[config.mk]
export PLATFORM = sky130hd
export DESIGN_NAME = fetch_pc_ctrl
export DESIGN_NICKNAME = d
export VERILOG_FILES = /design/src/rtl/fetch_pc_ctrl.sv
export SDC_FILE = /design/constraint.sdc
export NUM_CORES = 1
export LEC_CHECK = 0
export CAP_MARGIN = 20
export CORE_UTILIZATION = 50
export DETAILED_ROUTE_END_ITERATION = 16
export GPL_ROUTABILITY_DRIVEN = 0
export PLACE_DENSITY_LB_ADDON = 0.05
export SLEW_MARGIN = 0
export SYNTH_ARGS = -nofsm -noshare
export SYNTH_HDL_FRONTEND = slang
export SYNTH_SLANG_ARGS = --single-unit
[constraint.sdc]
create_clock -name clk -period 3.53 [get_ports clk]
set_clock_uncertainty 0.05 [all_clocks]
set_input_delay 1.059 -clock clk [delete_from_list [all_inputs] [get_ports clk]]
set_output_delay 1.059 -clock clk [all_outputs]
set_load 0.05 [all_outputs]
[src/rtl/fetch_pc_ctrl.sv]
// Fetch-side PC owner: single-outstanding imem reads into a small in-order buffer feeding decode.
// Optional misaligned-redirect fault enabled by defining FETCH_ALIGN_CHECK_EN.
module fetch_pc_ctrl #(
  parameter logic [31:0] RESET_PC  = 32'h0000_0000,
  parameter int          BUF_DEPTH = 2
) (
  input  logic        clk,
  input  logic        rst_n,
  input  logic        redirect_valid,
  input  logic [31:0] redirect_pc,
  output logic        imem_req,
  output logic [31:0] imem_addr,
  input  logic        imem_ack,
  input  logic [31:0] imem_rdata,
  output logic        out_valid,
  input  logic        out_ready,
  output logic [31:0] out_instr,
  output logic [31:0] out_pc,
  output logic [31:0] out_pc_4
`ifdef FETCH_ALIGN_CHECK_EN
  ,
  output logic        fault
`endif
);

  localparam int CW = $clog2(BUF_DEPTH + 1);
  localparam int IW = (BUF_DEPTH > 1) ? $clog2(BUF_DEPTH) : 1;

  typedef enum logic [1:0] {IDLE, FETCH, DISCARD, FAULT} state_t;

  state_t        state, state_n;
  logic [31:0]   fetch_pc, fetch_pc_n;
  logic [31:0]   addr_n;
  logic          req_n;
  logic [CW-1:0] count, count_n, count_pop;
  logic [IW-1:0] push_idx;
  logic [31:0]   instr_q [BUF_DEPTH];
  logic [31:0]   pc_q    [BUF_DEPTH];
  logic [31:0]   instr_n [BUF_DEPTH];
  logic [31:0]   pc_n    [BUF_DEPTH];
  logic          ack, pop, push, flush, misaligned;
  logic [31:0]   target;

  assign ack       = imem_req && imem_ack;
  assign pop       = out_valid && out_ready && !redirect_valid;
  assign count_pop = count - CW'(pop);
  assign push_idx  = count_pop[IW-1:0];

`ifdef FETCH_ALIGN_CHECK_EN
  assign target     = redirect_pc;
  assign misaligned = (redirect_pc[1:0] != 2'b00);
  assign fault      = (state == FAULT);
`else
  assign target     = redirect_pc & 32'hFFFF_FFFC;
  assign misaligned = 1'b0;
`endif

  assign out_valid = (count != '0);
  assign out_instr = instr_q[0];
  assign out_pc    = pc_q[0];
  assign out_pc_4  = pc_q[0] + 32'd4;

  // imem_req is registered, so a request decided at an edge appears the following cycle
  always_comb begin
    state_n    = state;
    fetch_pc_n = fetch_pc;
    req_n      = imem_req;
    addr_n     = imem_addr;
    push       = 1'b0;
    flush      = 1'b0;
    unique case (state)
      IDLE: begin
        state_n = FETCH;
        req_n   = 1'b1;
        addr_n  = fetch_pc;
      end
      FETCH: begin
        if (redirect_valid) begin
          flush      = 1'b1;
          fetch_pc_n = target;
          if (misaligned) begin
            state_n = FAULT;
            req_n   = imem_req && !imem_ack;
          end else if (imem_req && !imem_ack) begin
            state_n = DISCARD;
          end else begin
            req_n  = 1'b1;
            addr_n = target;
          end
        end else if (imem_req) begin
          if (imem_ack) begin
            push       = 1'b1;
            fetch_pc_n = imem_addr + 32'd4;
            req_n      = 1'b0;
          end
        end else if (count_pop < CW'(BUF_DEPTH)) begin
          req_n  = 1'b1;
          addr_n = fetch_pc;
        end
      end
      DISCARD: begin
        // the held request's response belongs to the old path and is dropped
        if (redirect_valid) begin
          fetch_pc_n = target;
        end
        if (ack) begin
          req_n = 1'b0;
        end
        if (redirect_valid && misaligned) begin
          state_n = FAULT;
        end else if (ack) begin
          state_n = FETCH;
        end
      end
      FAULT: begin
        flush = 1'b1;
        if (ack) begin
          req_n = 1'b0;
        end
      end
      default: state_n = IDLE;
    endcase
  end

  always_comb begin
    instr_n = instr_q;
    pc_n    = pc_q;
    count_n = count;
    if (flush) begin
      count_n = '0;
    end else begin
      if (pop) begin
        for (int i = 0; i < BUF_DEPTH - 1; i++) begin
          instr_n[i] = instr_q[i+1];
          pc_n[i]    = pc_q[i+1];
        end
      end
      if (push) begin
        instr_n[push_idx] = imem_rdata;
        pc_n[push_idx]    = imem_addr;
        count_n           = count_pop + CW'(1);
      end else begin
        count_n = count_pop;
      end
    end
  end

  always_ff @(posedge clk or negedge rst_n) begin
    if (!rst_n) begin
      state     <= IDLE;
      fetch_pc  <= RESET_PC;
      imem_req  <= 1'b0;
      imem_addr <= RESET_PC;
      count     <= '0;
      for (int i = 0; i < BUF_DEPTH; i++) begin
        instr_q[i] <= '0;
        pc_q[i]    <= '0;
      end
    end else begin
      state     <= state_n;
      fetch_pc  <= fetch_pc_n;
      imem_req  <= req_n;
      imem_addr <= addr_n;
      count     <= count_n;
      instr_q   <= instr_n;
      pc_q      <= pc_n;
    end
  end

endmodule

## After elaboration in Yosys (flattened, before gate mapping)

Cells that the tools add are included.

| storage, ports and cells | value |
|---|---|
| register bits after elaboration | 197 |
| output and inout port bits | 130 |

| operators by class | value |
|---|---|
| $add $sub $neg | 4 |
| $lt $le $gt $ge | 3 |
| equal/unequal tests | 13 |
| multiplexer cells | 39 |
| bitwise logic cells | 2 |
| reduce and logical (&&, ||, !) cells | 18 |

Operators by type and width:

| operator | number |
|---|---|
| 32-bit two-way mux | 13 |
| 64-bit bitwise mux | 2 |
| 64-bit two-way mux | 2 |
| 32-bit one-hot mux with 2 select lines | 2 |
| 32-bit by 3-bit adder with 32-bit output (second input constant) | 2 |
| 32-bit demux with 1-bit select | 1 |
| 3-bit != test (second input constant) | 5 |
| 4-bit AND reduction | 3 |
| 1-bit two-way mux | 11 |
| 2-bit two-way mux | 5 |
| 2-bit != test (second input constant) | 4 |
| 2-bit one-hot mux with 3 select lines | 1 |
| 2-bit nonzero test | 3 |
| 1-bit logical AND | 5 |
| 2-bit == test (second input constant) | 2 |
| 2-bit AND reduction | 2 |
| 1-bit one-hot mux with 3 select lines | 1 |
| 3-bit nonzero test | 1 |
| 2-bit by 1-bit adder with 2-bit output (second input constant) | 1 |
| 2-bit by 1-bit == test with 1-bit output (second input constant) | 1 |
| 2-bit >= comparator (second input constant) | 1 |
| 1-bit logical NOT | 2 |
| 2-bit logical NOT | 1 |
| 2-bit by 1-bit less-than comparator with 1-bit output (second input constant) | 1 |
| 7 further kinds | 7 |

## Longest topological paths before layout

Gate-level depths: netlist (run 1).

| depth | value |
|---|---|
| word-level depth | 11 |
| gate-level depth with buffers | 9 |

## Worst setup path after synthesis (run 1)

No wires, ideal clock.

| path | value |
|---|---|
| path type | flip-flop to output port |
| start | reg pc_q (netlist bit out_pc[4]) |
| end | out out_pc_4[29] |
| arrival | 2247 ps |
| slack | 174 ps |
| stages on the path, launching flop included | 7 |
| path buffers | 1 |
| cell sequence | dfrtp_1 nand4_1 nor4_1 and2_0 buf_2 nand4_1 xnor2_1 |

| on the way | value |
|---|---|
| word-level cells in the longest chain between the ends | 1 |

Ends and longest elaborated chain:

| element | RTL line | RTL |
|---|---|---|
| start: declaration | 38 | `logic [31:0] pc_q [BUF_DEPTH];` |
| start signal: assignment | 166 | `pc_q <= pc_n;` |
| 32-bit by 3-bit adder with 32-bit output | 61 | `assign out_pc_4 = pc_q[0] + 32'd4;` |
| end: declaration | 19 | `output logic [31:0] out_pc_4` |

Every way passes these cells.

## Final worst setup path (run 1)

| path | value |
|---|---|
| start | reg pc_q (netlist bit out_pc[4]) |
| end | out out_pc_4[20] |

Same word-level chain as after synthesis.

==> results.ini, run 1 <==
[die]
die_h_um=147
die_w_um=147
start_util_pct=51.3
dieArea_mm2=0.0215
coreArea_mm2=0.0204
rows=52
num_io_pins=199

[sta]
fmax_mhz=289
min_period_over_period_pct=98.0
setup_ws_ps=69.4
tightest_slew_ps=822
min_period_ps=3460
slew_headroom_pct=45.2
finalHoldViolCount=0
setup_viol=0
grt_setup_unrepaired=true
final_max_slew_viol_count=0

[clock_network]
clk_latency_ps=430
cts_tree=done
htree_levels=4
clock-root-buffer=clkbuf_16
cts_sinks=197
cts_made_buffers=17
cts_buffer_depth=2
cts.hold.buffers_added=0
clkTransAtPathRegs_ps=70

[final_layout]
regArea_mm2=0.00494
finalNetCount=1231
multiInputGateArea_mm2=0.00454
fillCellCount=1672
syn2layout_area_growth_pct=26.1
drive_above_1_share_pct=14.8
stdcell_count=1444

[synthesis]
synth_seq_cells=197
async_flop_share_pct=100
synth.area.top_cells=dfrtp_1 47%, o2bb2ai_1 5.4%, mux2_2 5.4%
ys_types=41
yosysMostFrequentCell=dfrtp_1
synth_warnings=0
synthCells=1052
seq_area_frac_synth_pct=47.2
synth_nets=1123
synth_edf_count=0
synth_common_cells=197 x dfrtp_1, 71 x nor3_1, 70 x inv_1, 67 x buf_4, 66 x a31oi_1
ys.flop_type=dfrtp_1
netlist_area_mm2=0.0104
synth_area_leader_cell=dfrtp_1
syn-mean-instance-area_um2=9.93
synth_top_area_share_pct=47.2

[power]
power-per-cell-area_mw_per_mm2=576
irDropWorstVdd_mv=0.368
p_leak_nw=6.00

[critical_path]
crit_type=register to primary output
arrival_ps=2350
cp_max_fo=6
crit_path_end_kind=primary output
cp-start-kind=register
crit_required_ps=2420

[placement]
numPortBuffers=196
dpl.hpwl_um=16700
placed_cells=1402
place_ws_ps=258

[run_status]
status=finished, final reports clean

[global_routing]
use_met3_pct=5.66
grt_usage_pct=25.8
met1_usage_pct=35.5
first_global_vias=8107
gr-usage-met2_pct=42.0
grt_start_max_net_pins=79
antenna_found_initial=1
grt-ovfl-total=0
grt-busiest-layer=met2
grt_pass1_wl_um=44000

[flow_run]
drv_cap=0

[drt]
drc=0
avgRoutedWirePerCell_um=18.5
ant_nets=0
totalWireLength_um=26700
vias_per_cell=5.67
vias=8187
drt_first_pass_iters=4
drt_iter0_drc=539

[hold_path]
worstHoldPathType=register to register

path summary, 6_finish.rpt:
check / start / cells after the start / end / slack (ps)
max: out_pc[4] / 8 / out_pc_4[20] / 70
max reg2reg: state[1] / 6 / out_pc[10] / 1300
min: fetch_pc[2] / 2 / fetch_pc[2] / 430
max in group asynchronous: rst_n / 2 / async pin / 2050
min reg2reg: fetch_pc[2] / 2 / fetch_pc[2] / 430
min in group asynchronous: rst_n / 1 / out_pc[9] / 610
layer usage:
| metal | wire [um] | part of all wire [%] |
|---|---|---|
| met2 | 13000 | 49 |
| met3 | 1420 | 5.3 |
| met1 | 12200 | 46 |
| met5 | 0 | 0 |
| met4 | 139 | 0.52 |
stage by stage:
stage | hold slack, ps | instance area (um2) | TNS, ps | util [%] | total power, W
2_1_floorplan | 398 | 10400 | 0 | - | 0.00485
3_3_place_gp | 411 | 12400 | 0 | 61.0 | 0.00572
3_5_place_dp | 416 | 12400 | 0 | 61.0 | 0.00577
4_1_cts | 437 | 13100 | -6.38 | 64.1 | 0.00764
5_1_grt | 455 | 13200 | -144 | 64.7 | 0.00800
6_report | 430 | 13200 | 0 | 64.7 | 0.00758
cell usage in the layout (no fill, tap or decap), types with 3 or more instances in the layout:
master	synthesis	routed
dfrtp_1	197	191
clkdlybuf4s50_1	0	175
nor3_1	71	71
inv_1	70	70
a31oi_1	66	65
o2bb2ai_1	65	64
a21oi_1	63	62
nor2_1	61	61
mux2_2	50	50
xnor2_1	47	39
nand2_1	35	34
mux2i_1	30	30
buf_12	0	28
buf_4	67	27
o21ai_0	25	25
nand3_1	22	20
and3_1	20	19
clkbuf_16	0	17
mux2_1	15	15
o22ai_1	12	12
and4_1	12	11
nand4_1	8	8
xnor2_2	0	8
xor2_1	9	8
inv_6	0	7
dfrtp_2	0	6
nor4_1	5	5
nor2b_1	5	3
nand2b_1	3	3
or2_2	2	3
clkinv_2	0	3
cell type report:
class	instances	area share [%]
Sequential cell	197	37.5
Multi-Input combinational cell	642	34.4
Timing Repair Buffer	232	19.3
Clock buffer	18	3.33
Tap cell	270	2.56
Inverter	70	1.99
Clock inverter	14	0.883
Antenna cell	1	0.0190
cells by family (layout without fill, tap and decap cells):
group,count (synthesis),count (layout),synth area share [%]
and+or+nand+nor,249,249,11.9
adders and majority gates,2,2,0.239
DFF,197,197,47.2
buffers and inverters,213,334,11.1
other,0,1,0
muxes,95,95,9.88
AOI/OAI and AO/OA,240,240,15.0
xor gates and xnor gates,56,56,4.69
worst max-delay path, cell delays in order, from the launching register on:
cell and delay (ps):
dfrtp_2 410, nand4_1 190, nor4_1 310, buf_4 190
and3_4 200, buf_4 120, nand3_2 110, xnor2_2 230
buf_12 160
report_power, final:
part / internal, W / switching [W]
Combinational: 0.000987 / 0.00158
Sequential: 0.00266 / 0.000497
Clock: 0.000947 / 0.000912
Total: 0.00459 / 0.00299
timing repair:
item	CTS	global route
buffers inserted	3	6
pin swaps	1	6
gates resized for setup	10	16
setup endpoints to repair	13	18
(Power assumes the default switching activity.)
==> inputs of run 2 (changes only) <==
--- a/config.mk
+++ b/config.mk
@@ -9,7 +9,7 @@
 export CORE_UTILIZATION = 50
 export DETAILED_ROUTE_END_ITERATION = 16
 export GPL_ROUTABILITY_DRIVEN = 0
-export PLACE_DENSITY_LB_ADDON = 0.05
+export PLACE_DENSITY = 0.79
 export SLEW_MARGIN = 0
 export SYNTH_ARGS = -nofsm -noshare
 export SYNTH_HDL_FRONTEND = slang
==> run 2 against run 1 <==
  * Final cell count about the same
  * Non-clock buffer count down 1
  * Wire length up 3.3%
  * Sequential power about the same
  * Total power up 4.6%
  * Global-route usage down 0.15 points
  * Worst hold slack better by 4.3 ps
  * Sequential cell count unchanged
  * First-iteration DRC count down 0.19%
  * Register-to-register slack worse by 170 ps
  * Critical endpoint is now out_pc_4[18]
==> results.ini, run 2 (synthesis gave the netlist of run 1 again) <==
[critical_path]
crit_path_end_kind=primary output
slowest_delay_ps=390
r2r-start=state[1]
worstSetupStartpoint=out_pc[5]
arrival_ps=2370
cp_max_fo=4
crit_path_top_delay_cell=dfrtp_2
crit_required_ps=2420
cp-start-kind=register
crit_type=register to primary output
cp_cell_sequence=nand4_1 > nor4_2 > buf_4 > and3_4 > and4_4 > xor2_4 > buf_12

[clock_network]
cts_tree=done
htree_levels=4
cts_sinks=197
clk_latency_ps=430
clock-root-buffer=clkbuf_16
cts_made_buffers=17
clkTransAtPathRegs_ps=70
cts_buffer_depth=2

[drt]
drt_iter0_drc=538
drt_first_pass_iters=5
vias=8462
drc=0
totalWireLength_um=27600
vias_per_cell=5.86
avgRoutedWirePerCell_um=19.1
ant_nets=0

[global_routing]
grt-ovfl-total=0
antenna_found_initial=2
grt_start_max_net_pins=77
grt_pass1_wl_um=43800
first_global_vias=8110
grt_usage_pct=25.7

[power]
p_clk_share_pct=27.4
irDropWorstVdd_mv=0.320
power-per-cell-area_mw_per_mm2=599
cell_internal_pwr_w=0.00494
p_switching_w=0.00299
p_leak_nw=6.07
swShare_pct=37.7
seqPwrFrac_pct=39.9
fin_total_pwr_w=0.00793
combPwrFrac_pct=32.7

[hold_path]
holdCritStartpoint=fetch_pc[7]
worstHoldPathType=register to register

[final_layout]
drive_above_1_share_pct=14.7
finalNetCount=1230
final_common_cell=dfrtp_1
finalInstanceArea_mm2=0.0132
syn2layout_area_growth_pct=26.8
fillCellCount=1569
layout_common_cells=192 x dfrtp_1, 172 x clkdlybuf4s50_1, 71 x nor3_1

[sta]
grt_setup_unrepaired=true
min_period_ps=3480
fmax_mhz=287
setup_viol=0
tightest_slew_ps=719
min_period_over_period_pct=98.6
finalHoldViolCount=0
slew_headroom_pct=52.0
final_max_slew_viol_count=0

[flow_run]
drv_cap=0

[die]
die_h_um=147
num_io_pins=199
dieArea_mm2=0.0215
start_util_pct=51.3
coreArea_mm2=0.0204
die_w_um=147
rows=52

[placement]
dpl.hpwl_um=17400
numPortBuffers=196
postPlaceCellArea_mm2=0.0124

[run_status]
status=finished, final reports clean

[run 2: cell types whose count changed in the layout (fill, tap and decap cells not counted), moves of 3 or more]
cell	previous run	this run
clkbuf_8	2	6
clkdlybuf4s50_1	175	172
clkinv_2	3	0
bufinv_16	0	4
inv_6	7	2
[run 2: layer usage]
| layer | GRT usage [%] | up-vias | wire length, um |
|---|---|---|---|
| met3 | 6.78 | 35 | 2030 |
| met4 | 6.77 | 2 | 472 |
| met1 | 34.3 | 4219 | 11800 |
| met2 | 41.4 | 332 | 13300 |
| li1 | - | 3874 | - |
| met5 | 0 | - | 12 |
[run 2: critical path: cells and delay by family, from the launching register on]
family                    cells  cell delay (ps)
xor gates and xnor gates      1              170
and+or+nand+nor               4             1010
buffers and inverters         2              350
DFF                           1              390
[run 2: cell type report]
cell class / count / area (um2) / share of cell area, %
Antenna cell: 1 / 2.50 / 0.0189
Clock inverter: 9 / 164 / 1.24
Clock buffer: 23 / 498 / 3.76
Sequential cell: 197 / 4940 / 37.3
Multi-Input combinational cell: 642 / 4520 / 34.1
Timing Repair Buffer: 231 / 2520 / 19.0
Inverter: 70 / 263 / 1.98
Tap cell: 270 / 338 / 2.55
[run 2: what timing repair did]
item	CTS	global route
pin swaps	1	4
setup buffers	3	5
endpoints found under the setup margin	12	18
hold endpoints to repair	0	0
hold buffers	0	0
gates resized for setup	7	19
[run 2: metrics by stage]
stage                     setup TNS (ps)  utilization [%]  setup WS, ps  std cells  hold slack (ps)
after CTS                              0             64.4          3.73       1437              438
final                                  0             65.0          50.3       1443              434
after detailed placement               0             60.9           144       1402              422
after global routing               -55.0             65.0         -48.7       1443              446
after floorplan                        0                -           174       1052              398
after global placement                 0             60.9           189       1402              411
[run 2: worst paths after layout]
kind,to,slack (ps),cells after the start
worst max register to register,out_pc[14],1130,6
worst max-delay path,out_pc_4[18],50,7
worst min-delay path,fetch_pc[7],430,2
min in group asynchronous,imem_addr[6],610,1
worst min register to register,fetch_pc[7],430,2
max in group asynchronous,out_instr[27],2050,2
[run 2: power groups by stage]
stage | Combinational, W | Sequential (W) | Clock (W)
3_3_place_gp | 0.00252 | 0.00317 | 0
4_1_cts | 0.00260 | 0.00315 | 0.00220
5_1_grt | 0.00277 | 0.00322 | 0.00229
3_5_place_dp | 0.00257 | 0.00319 | 0
2_1_floorplan | 0.00121 | 0.00363 | 0
6_report | 0.00260 | 0.00316 | 0.00217
